--- config.mk ---
export PLATFORM = sky130hd
export DESIGN_NAME = program_sequencer_flat
export DESIGN_NICKNAME = d
export VERILOG_FILES = /design/src/rtl/program_sequencer_pkg.sv /design/src/rtl/program_sequencer_if.sv /design/src/rtl/program_sequencer_instr_buffer.sv /design/src/rtl/program_sequencer.sv /design/src/flat_wrapper.sv
export SDC_FILE = /design/constraint.sdc
export NUM_CORES = 1
export LEC_CHECK = 0
export BUFFER_PORTS_ARGS = -buffer_cell sky130_fd_sc_hd__buf_2
export CORE_MARGIN = 4
export CORE_UTILIZATION = 60
export DETAILED_ROUTE_END_ITERATION = 8
export PLACE_DENSITY_LB_ADDON = 0.08
export RECOVER_POWER = 100
export SETUP_SLACK_MARGIN = 0.1
export SLEW_MARGIN = 20
export SYNTH_ARGS = -nofsm -noshare
export SYNTH_HDL_FRONTEND = slang
export SYNTH_HIERARCHICAL = 1
export SYNTH_SLANG_ARGS = --single-unit
--- constraint.sdc ---
create_clock -name clk -period 4.2 [get_ports clk]
set_input_delay 0.84 -clock clk [delete_from_list [all_inputs] [get_ports clk]]
set_output_delay 0.84 -clock clk [all_outputs]
set_load 0.03 [all_outputs]
--- src/rtl/program_sequencer_pkg.sv ---
// Shared widths, the halt word and the sequencer state encoding for the program sequencer slice.
package prog_seq_pkg;

    localparam int INSTR_W    = 24;
    localparam int MEM_ADDR_W = 7;

    localparam logic [INSTR_W-1:0] HALT_WORD = 24'h000000;

    typedef enum logic [2:0] {
        IDLE,
        CPU_RST,
        LOAD,
        RUN,
        READ,
        DONE
    } seq_state_t;

endpackage

--- src/rtl/program_sequencer_if.sv ---
// Link between the sequencer (master) and the processor it drives (slave).
interface program_sequencer_if;
    import prog_seq_pkg::*;

    logic                  cpu_reset;
    logic [INSTR_W-1:0]    cpu_instr;
    logic [MEM_ADDR_W-1:0] cpu_select_mem;
    logic [INSTR_W-1:0]    cpu_mem_data;
    logic                  cpu_done;

    modport master (
        output cpu_reset,
        output cpu_instr,
        output cpu_select_mem,
        input  cpu_mem_data,
        input  cpu_done
    );

    modport slave (
        input  cpu_reset,
        input  cpu_instr,
        input  cpu_select_mem,
        output cpu_mem_data,
        output cpu_done
    );

endinterface

--- src/rtl/program_sequencer_instr_buffer.sv ---
// Instruction store: append-only write port, indexed combinational read port, word count and clear.
module instr_buffer
    import prog_seq_pkg::*;
#(
    parameter int DEPTH = 32
) (
    input  logic                     clk,
    input  logic                     reset,
    input  logic                     wr_en,
    input  logic [INSTR_W-1:0]       wr_data,
    input  logic                     clear,
    input  logic [$clog2(DEPTH)-1:0] rd_idx,
    output logic [INSTR_W-1:0]       rd_data,
    output logic [$clog2(DEPTH):0]   count,
    output logic                     full
);

    localparam int AW = $clog2(DEPTH);
    localparam int CW = AW + 1;

    logic [INSTR_W-1:0] mem [DEPTH];
    logic [AW-1:0]      wr_ptr;
    logic               push;

    assign full = (count == CW'(DEPTH));

    // A clear in the same cycle as a write wins and the write is lost.
    assign push = wr_en && !full && !clear;

    always_ff @(posedge clk) begin
        if (reset) begin
            count  <= '0;
            wr_ptr <= '0;
        end else if (clear) begin
            count  <= '0;
            wr_ptr <= '0;
        end else if (push) begin
            count  <= count + CW'(1);
            wr_ptr <= wr_ptr + AW'(1);
        end
    end

    always_ff @(posedge clk) begin
        if (push && !reset) begin
            mem[wr_ptr] <= wr_data;
        end
    end

    assign rd_data = mem[rd_idx];

endmodule

--- src/rtl/program_sequencer.sv ---
// Loads a buffered program into the processor, runs it and reads back one memory cell.
// Define PROG_SEQ_WATCHDOG_EN to bound RUN to TIMEOUT cycles and flag timeout_err.
module program_sequencer
    import prog_seq_pkg::*;
#(
    parameter int DEPTH      = 32,
    parameter int RST_CYCLES = 3,
    parameter int TIMEOUT    = 1024,
    parameter int READ_LAT   = 1
) (
    input  logic                  clk,
    input  logic                  reset,
    input  logic                  wr_en,
    input  logic [INSTR_W-1:0]    wr_data,
    input  logic                  clear,
    input  logic                  start,
    input  logic [MEM_ADDR_W-1:0] result_addr,
    program_sequencer_if.master   cpu,
    output logic                  wr_full,
    output logic                  busy,
    output logic [INSTR_W-1:0]    result_data,
    output logic                  result_valid,
    output logic                  timeout_err
);

    localparam int AW    = $clog2(DEPTH);
    localparam int CW    = AW + 1;
    localparam int RST_W = (RST_CYCLES > 1) ? $clog2(RST_CYCLES) : 1;
    localparam int RD_W  = (READ_LAT > 0) ? $clog2(READ_LAT + 1) : 1;

    seq_state_t state, next_state;

    logic [RST_W-1:0]      rst_cnt;
    logic [CW-1:0]         load_idx;
    logic [RD_W-1:0]       rd_cnt;
    logic [CW-1:0]         count;
    logic [INSTR_W-1:0]    rd_data;
    logic                  start_ok;
    logic                  rst_last;
    logic                  load_last;
    logic                  read_last;
    logic                  cpu_reset_q;
    logic [MEM_ADDR_W-1:0] select_q;

    instr_buffer #(
        .DEPTH (DEPTH)
    ) u_buffer (
        .clk     (clk),
        .reset   (reset),
        .wr_en   (wr_en && (state == IDLE)),
        .wr_data (wr_data),
        .clear   (clear && (state == IDLE)),
        .rd_idx  (load_idx[AW-1:0]),
        .rd_data (rd_data),
        .count   (count),
        .full    (wr_full)
    );

    assign start_ok  = start && ((state == IDLE) || (state == DONE));
    assign rst_last  = (rst_cnt == RST_W'(RST_CYCLES - 1));
    assign load_last = (load_idx == count);
    assign read_last = (rd_cnt == RD_W'(READ_LAT));

`ifdef PROG_SEQ_WATCHDOG_EN
    localparam int TW = $clog2(TIMEOUT + 1);

    logic [TW-1:0] run_cnt;
    logic          run_timeout;
    logic          timeout_q;

    assign run_timeout = (state == RUN) && !cpu.cpu_done && (run_cnt == TW'(TIMEOUT - 1));

    always_ff @(posedge clk) begin
        if (reset) begin
            run_cnt   <= '0;
            timeout_q <= 1'b0;
        end else begin
            run_cnt <= (state == RUN) ? run_cnt + TW'(1) : '0;
            if (start_ok) begin
                timeout_q <= 1'b0;
            end else if (run_timeout) begin
                timeout_q <= 1'b1;
            end
        end
    end

    assign timeout_err = timeout_q;
`else
    assign timeout_err = 1'b0;
`endif

    always_ff @(posedge clk) begin
        if (reset) begin
            state <= IDLE;
        end else begin
            state <= next_state;
        end
    end

    always_comb begin
        next_state = state;
        case (state)
            IDLE:    if (start_ok)  next_state = CPU_RST;
            CPU_RST: if (rst_last)  next_state = LOAD;
            LOAD:    if (load_last) next_state = RUN;
            RUN: begin
                if (cpu.cpu_done) begin
                    next_state = READ;
`ifdef PROG_SEQ_WATCHDOG_EN
                end else if (run_timeout) begin
                    next_state = DONE;
`endif
                end
            end
            READ:    if (read_last) next_state = DONE;
            DONE:    if (start_ok)  next_state = CPU_RST;
            default:                next_state = IDLE;
        endcase
    end

    // Phase counters restart from zero whenever their phase is not active.
    always_ff @(posedge clk) begin
        if (reset) begin
            rst_cnt  <= '0;
            load_idx <= '0;
            rd_cnt   <= '0;
        end else begin
            rst_cnt  <= (state == CPU_RST) ? rst_cnt + RST_W'(1) : '0;
            load_idx <= (state == LOAD) ? load_idx + CW'(1) : '0;
            rd_cnt   <= (state == READ) ? rd_cnt + RD_W'(1) : '0;
        end
    end

    always_ff @(posedge clk) begin
        if (reset) begin
            cpu_reset_q  <= 1'b1;
            select_q     <= '0;
            result_data  <= '0;
            result_valid <= 1'b0;
        end else begin
            cpu_reset_q <= (next_state == CPU_RST);
            if (start_ok) begin
                select_q     <= result_addr;
                result_valid <= 1'b0;
            end else if ((state == READ) && read_last) begin
                result_data  <= cpu.cpu_mem_data;
                result_valid <= 1'b1;
            end
        end
    end

    assign cpu.cpu_reset      = cpu_reset_q;
    assign cpu.cpu_select_mem = select_q;
    assign cpu.cpu_instr      = ((state == LOAD) && !load_last) ? rd_data : HALT_WORD;

    assign busy = (state != IDLE) && (state != DONE);

endmodule

--- src/flat_wrapper.sv ---
// flat-port wrapper written by rule: the top's interface ports become plain ports
module program_sequencer_flat import prog_seq_pkg::*;
#(
    parameter int DEPTH      = 32,
    parameter int RST_CYCLES = 3,
    parameter int TIMEOUT    = 1024,
    parameter int READ_LAT   = 1
)
  (clk, reset, wr_en, wr_data, clear, start, result_addr, wr_full, busy, result_data, result_valid, timeout_err, cpu_cpu_reset, cpu_cpu_instr, cpu_cpu_select_mem, cpu_cpu_mem_data, cpu_cpu_done);
  program_sequencer_if cpu_i ();
  input  logic clk;
  input  logic reset;
  input  logic wr_en;
  input  logic [INSTR_W-1:0] wr_data;
  input  logic clear;
  input  logic start;
  input  logic [MEM_ADDR_W-1:0] result_addr;
  output logic wr_full;
  output logic busy;
  output logic [INSTR_W-1:0] result_data;
  output logic result_valid;
  output logic timeout_err;
  output wire logic [$bits(cpu_i.cpu_reset)-1:0] cpu_cpu_reset;
  output wire logic [$bits(cpu_i.cpu_instr)-1:0] cpu_cpu_instr;
  output wire logic [$bits(cpu_i.cpu_select_mem)-1:0] cpu_cpu_select_mem;
  input wire logic [$bits(cpu_i.cpu_mem_data)-1:0] cpu_cpu_mem_data;
  input wire logic [$bits(cpu_i.cpu_done)-1:0] cpu_cpu_done;
  assign cpu_cpu_reset = cpu_i.cpu_reset;
  assign cpu_cpu_instr = cpu_i.cpu_instr;
  assign cpu_cpu_select_mem = cpu_i.cpu_select_mem;
  assign cpu_i.cpu_mem_data = cpu_cpu_mem_data;
  assign cpu_i.cpu_done = cpu_cpu_done;
  program_sequencer #(.DEPTH(DEPTH), .RST_CYCLES(RST_CYCLES), .TIMEOUT(TIMEOUT), .READ_LAT(READ_LAT)) u_core (.clk(clk), .reset(reset), .wr_en(wr_en), .wr_data(wr_data), .clear(clear), .start(start), .result_addr(result_addr), .cpu(cpu_i), .wr_full(wr_full), .busy(busy), .result_data(result_data), .result_valid(result_valid), .timeout_err(timeout_err));
endmodule
# [Word-level counts from Yosys, hierarchy flattened]
# Memories as Yosys holds them, arrays and structs flattened. A register that Yosys moved wholly into a read port is not among the register bits.
# Index checks and enable logic that the tools add are counted.
[word_totals] latchBits=0 mem_count=1 regBits=56 output_inout_bits=60 rom_bits=0 elab_cells=63 input_bits=61 ramBits=768
[memory_table] name="u_core.u_buffer.mem" depth=32 word_bits=24 read_ports=1 rd_ports_with_merged_regs=1 wr=1 line_no="program_sequencer_instr_buffer.sv:21" source="logic [INSTR_W-1:0] mem [DEPTH];"
[classes] n_reduce_logical=23 div=0 multipliers=0 eq_ne=10 n_shift=0 bitwise=4 n_addsub=5 muxes=10 n_lt_le_gt_ge=0
[op_table] operator="two-way mux 24 bit" n=1
[op_table] operator="two-way mux 3 bit" n=5
[op_table] operator="one-hot mux 3 bit (5 select lines)" n=1
[op_table] operator="adder 6 x 1 -> 6 bit (second input constant)" n=2
[op_table] operator="OR reduction 2 bit" n=6
[op_table] operator="logical AND 1 bit" n=9
[op_table] operator="== test 3 x 1 -> 1 bit (second input constant)" n=2
[op_table] operator="== test 3 x 2 -> 1 bit (second input constant)" n=2
[op_table] operator="== test 3 bit (second input constant)" n=2
[op_table] operator="== test 6 bit" n=1
[op_table] operator="== test 6 bit (second input constant)" n=1
[op_table] operator="adder 5 x 1 -> 5 bit (second input constant)" n=1
[op_table] operator="two-way mux 5 bit" n=1
[op_table] operator="zero test 1 bit" n=4
[op_table] operator="inverter 1 bit" n=4
[op_table] operator="zero test 3 bit" n=1
[op_table] operator="!= test 3 bit (second input constant)" n=1
[op_table] operator="nonzero test 3 bit" n=1
[op_table] operator="adder 2 x 1 -> 2 bit (second input constant)" n=1
[op_table] operator="== test 2 bit (second input constant)" n=1
[op_table] operator="two-way mux 1 bit" n=2
[op_table] operator="AND reduction 2 bit" n=1
[op_table] operator="adder 1 bit (second input constant)" n=1
[op_table] operator="logical OR 1 bit" n=1

# [Longest topological paths before layout]
[depth] word_depth=7 depth_mapped=9 depth_no_buf=7

# [Cells and area by module]
# Netlist, hierarchy kept.
[modules_own_cells] mod="instr_buffer" cells_per_inst=1753 area_each_um2=30559.3 n_inst=1 seq_area_each_um2=23282.3
[modules_own_cells] mod="program_sequencer" cells_per_inst=235 area_each_um2=2003.2 n_inst=1 seq_area_each_um2=900.9

# [Worst setup path before layout]
# Ideal clock, no wire load.
[synth_path] kind="input to register" from="in wr_en" to="mem u_core.u_buffer.mem[31][0] (enable)" t_arrival_ps=3062 required_time_ps=3765 n_path_buf=0 setup_slack_ps=702 setup_ps=435 stages=5 cell_sequence="and2_1 -> inv_1 -> a41oi_2 -> nand2_1 -> nor3_1"
[synth_via] elab_chain_len=6
[synth_lines] item="start, declared" line_no="flat_wrapper.sv:13" source="input logic wr_en;"
[synth_lines] item="logical AND 1 bit" line_no="program_sequencer.sv:50" source=".wr_en (wr_en && (state == IDLE)),"
[synth_lines] item="logical AND 1 bit (2 in series)" line_no="program_sequencer_instr_buffer.sv:28" source="assign push = wr_en && !full && !clear;"
[synth_lines] item="logical AND 1 bit" line_no="program_sequencer_instr_buffer.sv:44" source="if (push && !reset) begin"
[synth_lines] item="two-way mux 1 bit" line_no="program_sequencer_instr_buffer.sv:44"
[synth_lines] item="two-way mux 1 bit (not written as such)" line_no="program_sequencer_instr_buffer.sv:45" source="mem[wr_ptr] <= wr_data;"
[synth_lines] item="end, declared" line_no="program_sequencer_instr_buffer.sv:21"
# No other way between the ends.

# [Final worst setup path]
[layout_path] from="reg u_core.load_idx[2]" to="out cpu_cpu_instr[13]"
[layout_via] elab_chain_len=4
[layout_lines] item="start, declared" line_no="program_sequencer.sv:34" source="logic [CW-1:0] load_idx;"
[layout_lines] item="start signal, assigned" line_no="program_sequencer.sv:129" source="load_idx <= (state == LOAD) ? load_idx + CW'(1) : '0;"
[layout_lines] item="== test 6 bit" line_no="program_sequencer.sv:61" source="assign load_last = (load_idx == count);"
[layout_lines] item="zero test 1 bit" line_no="program_sequencer.sv:154" source="assign cpu.cpu_instr = ((state == LOAD) && !load_last) ? rd_data : HALT_WORD;"
[layout_lines] item="logical AND 1 bit" line_no="program_sequencer.sv:154"
[layout_lines] item="two-way mux 24 bit" line_no="program_sequencer.sv:154"
[layout_lines] item="end, declared" line_no="flat_wrapper.sv:24" source="output wire logic [$bits(cpu_i.cpu_instr)-1:0] cpu_cpu_instr;"
# No other way between the ends.

==> results.cfg <==
[sta]
fin_ws_ps = 164.8
hold_viol_final = 0
clock_skew_ps = 24.05
timing.hold.ws_ps = 425.7
setup_viol = 0
worstMarginPinSlew_ps = 2580
period_share_pct = 96.08
period_needed_ps = 4035
rsz0062_at_grt = false
slew-limit-headroom_pct = -72.38
fin_setup_tns_ps = 0
finalMaxSlewViolations = 191
fmax_mhz = 247.8

[final_layout]
area_growth_pct = 11.75
layout.nets = 2227
finish.instance_area_um2 = 36390
final_common_cell = edfxtp_1
multiInputGateArea_um2 = 7702
final_cells = 2920
antennaDiodeCount = 0
seqCellArea_um2 = 24190
drive_gt1_share_pct = 11.51
fillers = 3742
mostFrequentLayoutCells = edfxtp_1, mux2i_1, nand2_1

[placement]
pre_cts_ws_ps = 592.1
place_area_um2 = 34210
dp_cells = 2765
dpl.hpwl_mm = 43.45
globalplace.congestion = 0.8006
port-buffer-count = 119

[synth]
ys_async_sr_fraction_pct = 0
syn-cell-area_um2 = 32560
ys_types = 48
synthFlopType = edfxtp_1
synth_edf_count = 768
synthesis.instances = 1988
ys_ff_latch = 824
yosysWarningCount = 6
synth_fp_nets = 2057
synth_area_per_cell_um2 = 16.38
ys_seq_area_share_pct = 74.27

[min_path]
min_path_type = register to register
min-delay-start = u_core/rst_cnt[0]
min_path_cells = 1
min_to = u_core/rst_cnt[0]

[cts]
numCtsBuffers = 81
cts_max_path_buffers = 3
root_buffer = clkbuf_16
cts_tree = built
path_clk_slew_ps = 60
clock_sinks = 824
hold_buffers = 0
worstSkewPairLatency_ps = 630
cts_htree_levels = 3

[pwr]
pwr-share-seq_pct = 56.4
switching_share_pct = 20.01
p_clk_share_pct = 41.9
p_switching_mw = 3.197
leakage_nw = 11.14
ir_worst_vdd_mv = 0.3602
powerDensity_nw_per_um2 = 439.0
combPwrFrac_pct = 1.7
p_int_mw = 12.78

[setup_path]
r2r_cells = 8
crit_type = register to output port
critPathMaxFanout = 73
regToRegSetupSlack_ps = 550
r2r-start = u_core/state[0]
startpoint_type = register
cp.required_ps = 3360
rr_endpoint = u_core/u_buffer/mem[13][1]
crit_arrival_ps = 3200
cp-end-kind = output port

[detailed_routing]
vias = 17865
firstDrtPassIters = 5
wl_met2_mm = 36.94
first_iter_violations = 1505
drc_errors = 0
top_layer = met4
ant_nets = 0
dr_wl_met3_mm = 5.438
wl_met1_mm = 31.32
routedWlPerCell_um = 25.89
via_per_inst = 6.118
wl_mm = 75.60

[floorplanning]
fp.dieArea_um2 = 58060
die_h_um = 241.0
core.rowCount = 85
core_area_um2 = 53810
die_w_um = 241.0
io_pins = 121
start_util_pct = 60.51

[run]
maxCapViolCount = 6

[global_route]
grt_usage_pct = 25.93
antenna_found_initial = 0
grt_pass1_wl_mm = 111.4
grt_max_degree = 74
grt_pass1_vias = 18070
globalRouteOverflowTotal = 0

[outcome]
status = complete, but fails checks
violations = capacitance limit, slew limit
==> logic make-up (layout without fill, tap and decap cells) <==
group	after synthesis	count (layout)	share of synthesized area (%)
XOR/XNOR	20	20	0.5380
flip-flops	824	824	74.27
AND/OR/NAND/NOR	366	367	5.268
buffers and inverters	125	360	2.417
other	1	1	0.01152
multiplexers	391	391	12.02
AO/OA/AOI/OAI	253	253	5.172
adder cells (fa/ha/maj)	8	8	0.3074
==> through the flow <==
stage	power, mW	util, %
final	15.98	67.62
after global routing	16.51	67.62
after CTS	16.11	68.12
after detailed placement	9.461	63.57
after global placement	9.447	63.57
after floorplan	9.271	-
==> flip-flops by register name, indices dropped and copies added, names as in the netlist <==
register,count
u_core/cpu.cpu_reset,1
u_core/cpu.cpu_select_mem,7
u_core/load_idx,6
u_core/rd_cnt,1
u_core/result_data,24
u_core/result_valid,1
u_core/rst_cnt,2
u_core/state,3
u_core/u_buffer/count,6
u_core/u_buffer/mem,768
u_core/u_buffer/wr_ptr,5
==> synth_stat cells, drive strengths merged, types with 7 or more instances <==
master  instances  area [um^2]
xor2           14        122.6
a22o           48        420.4
buf            80        614.3
mux2i         391         3914
nor3           27        135.1
clkbuf         38        146.4
and2           28        175.2
ha              8        100.1
nand3          80        400.4
a22oi          72        540.5
inv             7        26.28
dfxtp          56         1121
nand2         128        480.5
a21oi         103        519.3
nor2           67        251.5
edfxtp        768        23060
a31oi          26        162.7
==> cell type report <==
cell class	count	area share [%]
Clock inverter	46	0.8149
Clock buffer	103	5.855
Inverter	7	0.07220
Tap cell	696	2.393
Timing Repair Buffer	204	3.225
Sequential cell	824	66.47
Multi-Input combinational cell	1040	21.17
==> metal layers <==
metal / vias up / GRT usage, %
li1: 8023 / -
met2: 625 / 42.91
met5: - / 0
met4: 0 / 7.755
met1: 9107 / 35.26
met3: 110 / 5.519
==> critical path, cell delays in order (launching register included) <==
cell	delay, ps
dfxtp_2	490
nor2b_1	270
buf_12	410
a22o_1	190
nor3_1	50
a31oi_1	500
nand3_1	260
and2_0	210
buf_2	170
==> power by group through the flow <==
stage / clock network (mW) / logic (mW) / registers, mW
final: 6.69 / 0.277 / 9.01
after floorplan: 0 / 0.0879 / 9.18
after global placement: 0 / 0.275 / 9.17
after global routing: 7.20 / 0.305 / 9.00
after detailed placement: 0 / 0.287 / 9.17
after CTS: 6.82 / 0.289 / 9.00
==> how the worst max path moves through the flow <==
stage,start,to,slack (ps),cells after the start
2_1_floorplan,wr_en,u_core/u_buffer/mem[31][0],700,5
3_3_place_gp,u_core/load_idx[0],cpu_cpu_instr[17],650,8
3_5_place_dp,u_core/load_idx[0],cpu_cpu_instr[17],590,8
4_1_cts,u_core/load_idx[0],cpu_cpu_instr[17],30,8
5_1_grt,u_core/load_idx[2],cpu_cpu_instr[9],80,8
6_report,u_core/load_idx[2],cpu_cpu_instr[13],160,8
==> timing repair <==
action | CTS | global route
buffers inserted | 3 | 2
resized for setup | 0 | 5
endpoints found under the setup margin | 5 | 17
hold endpoints to repair | 0 | 0
pin swaps | 1 | 1
gates cloned | 0 | 1
(Power assumes the default switching activity.)
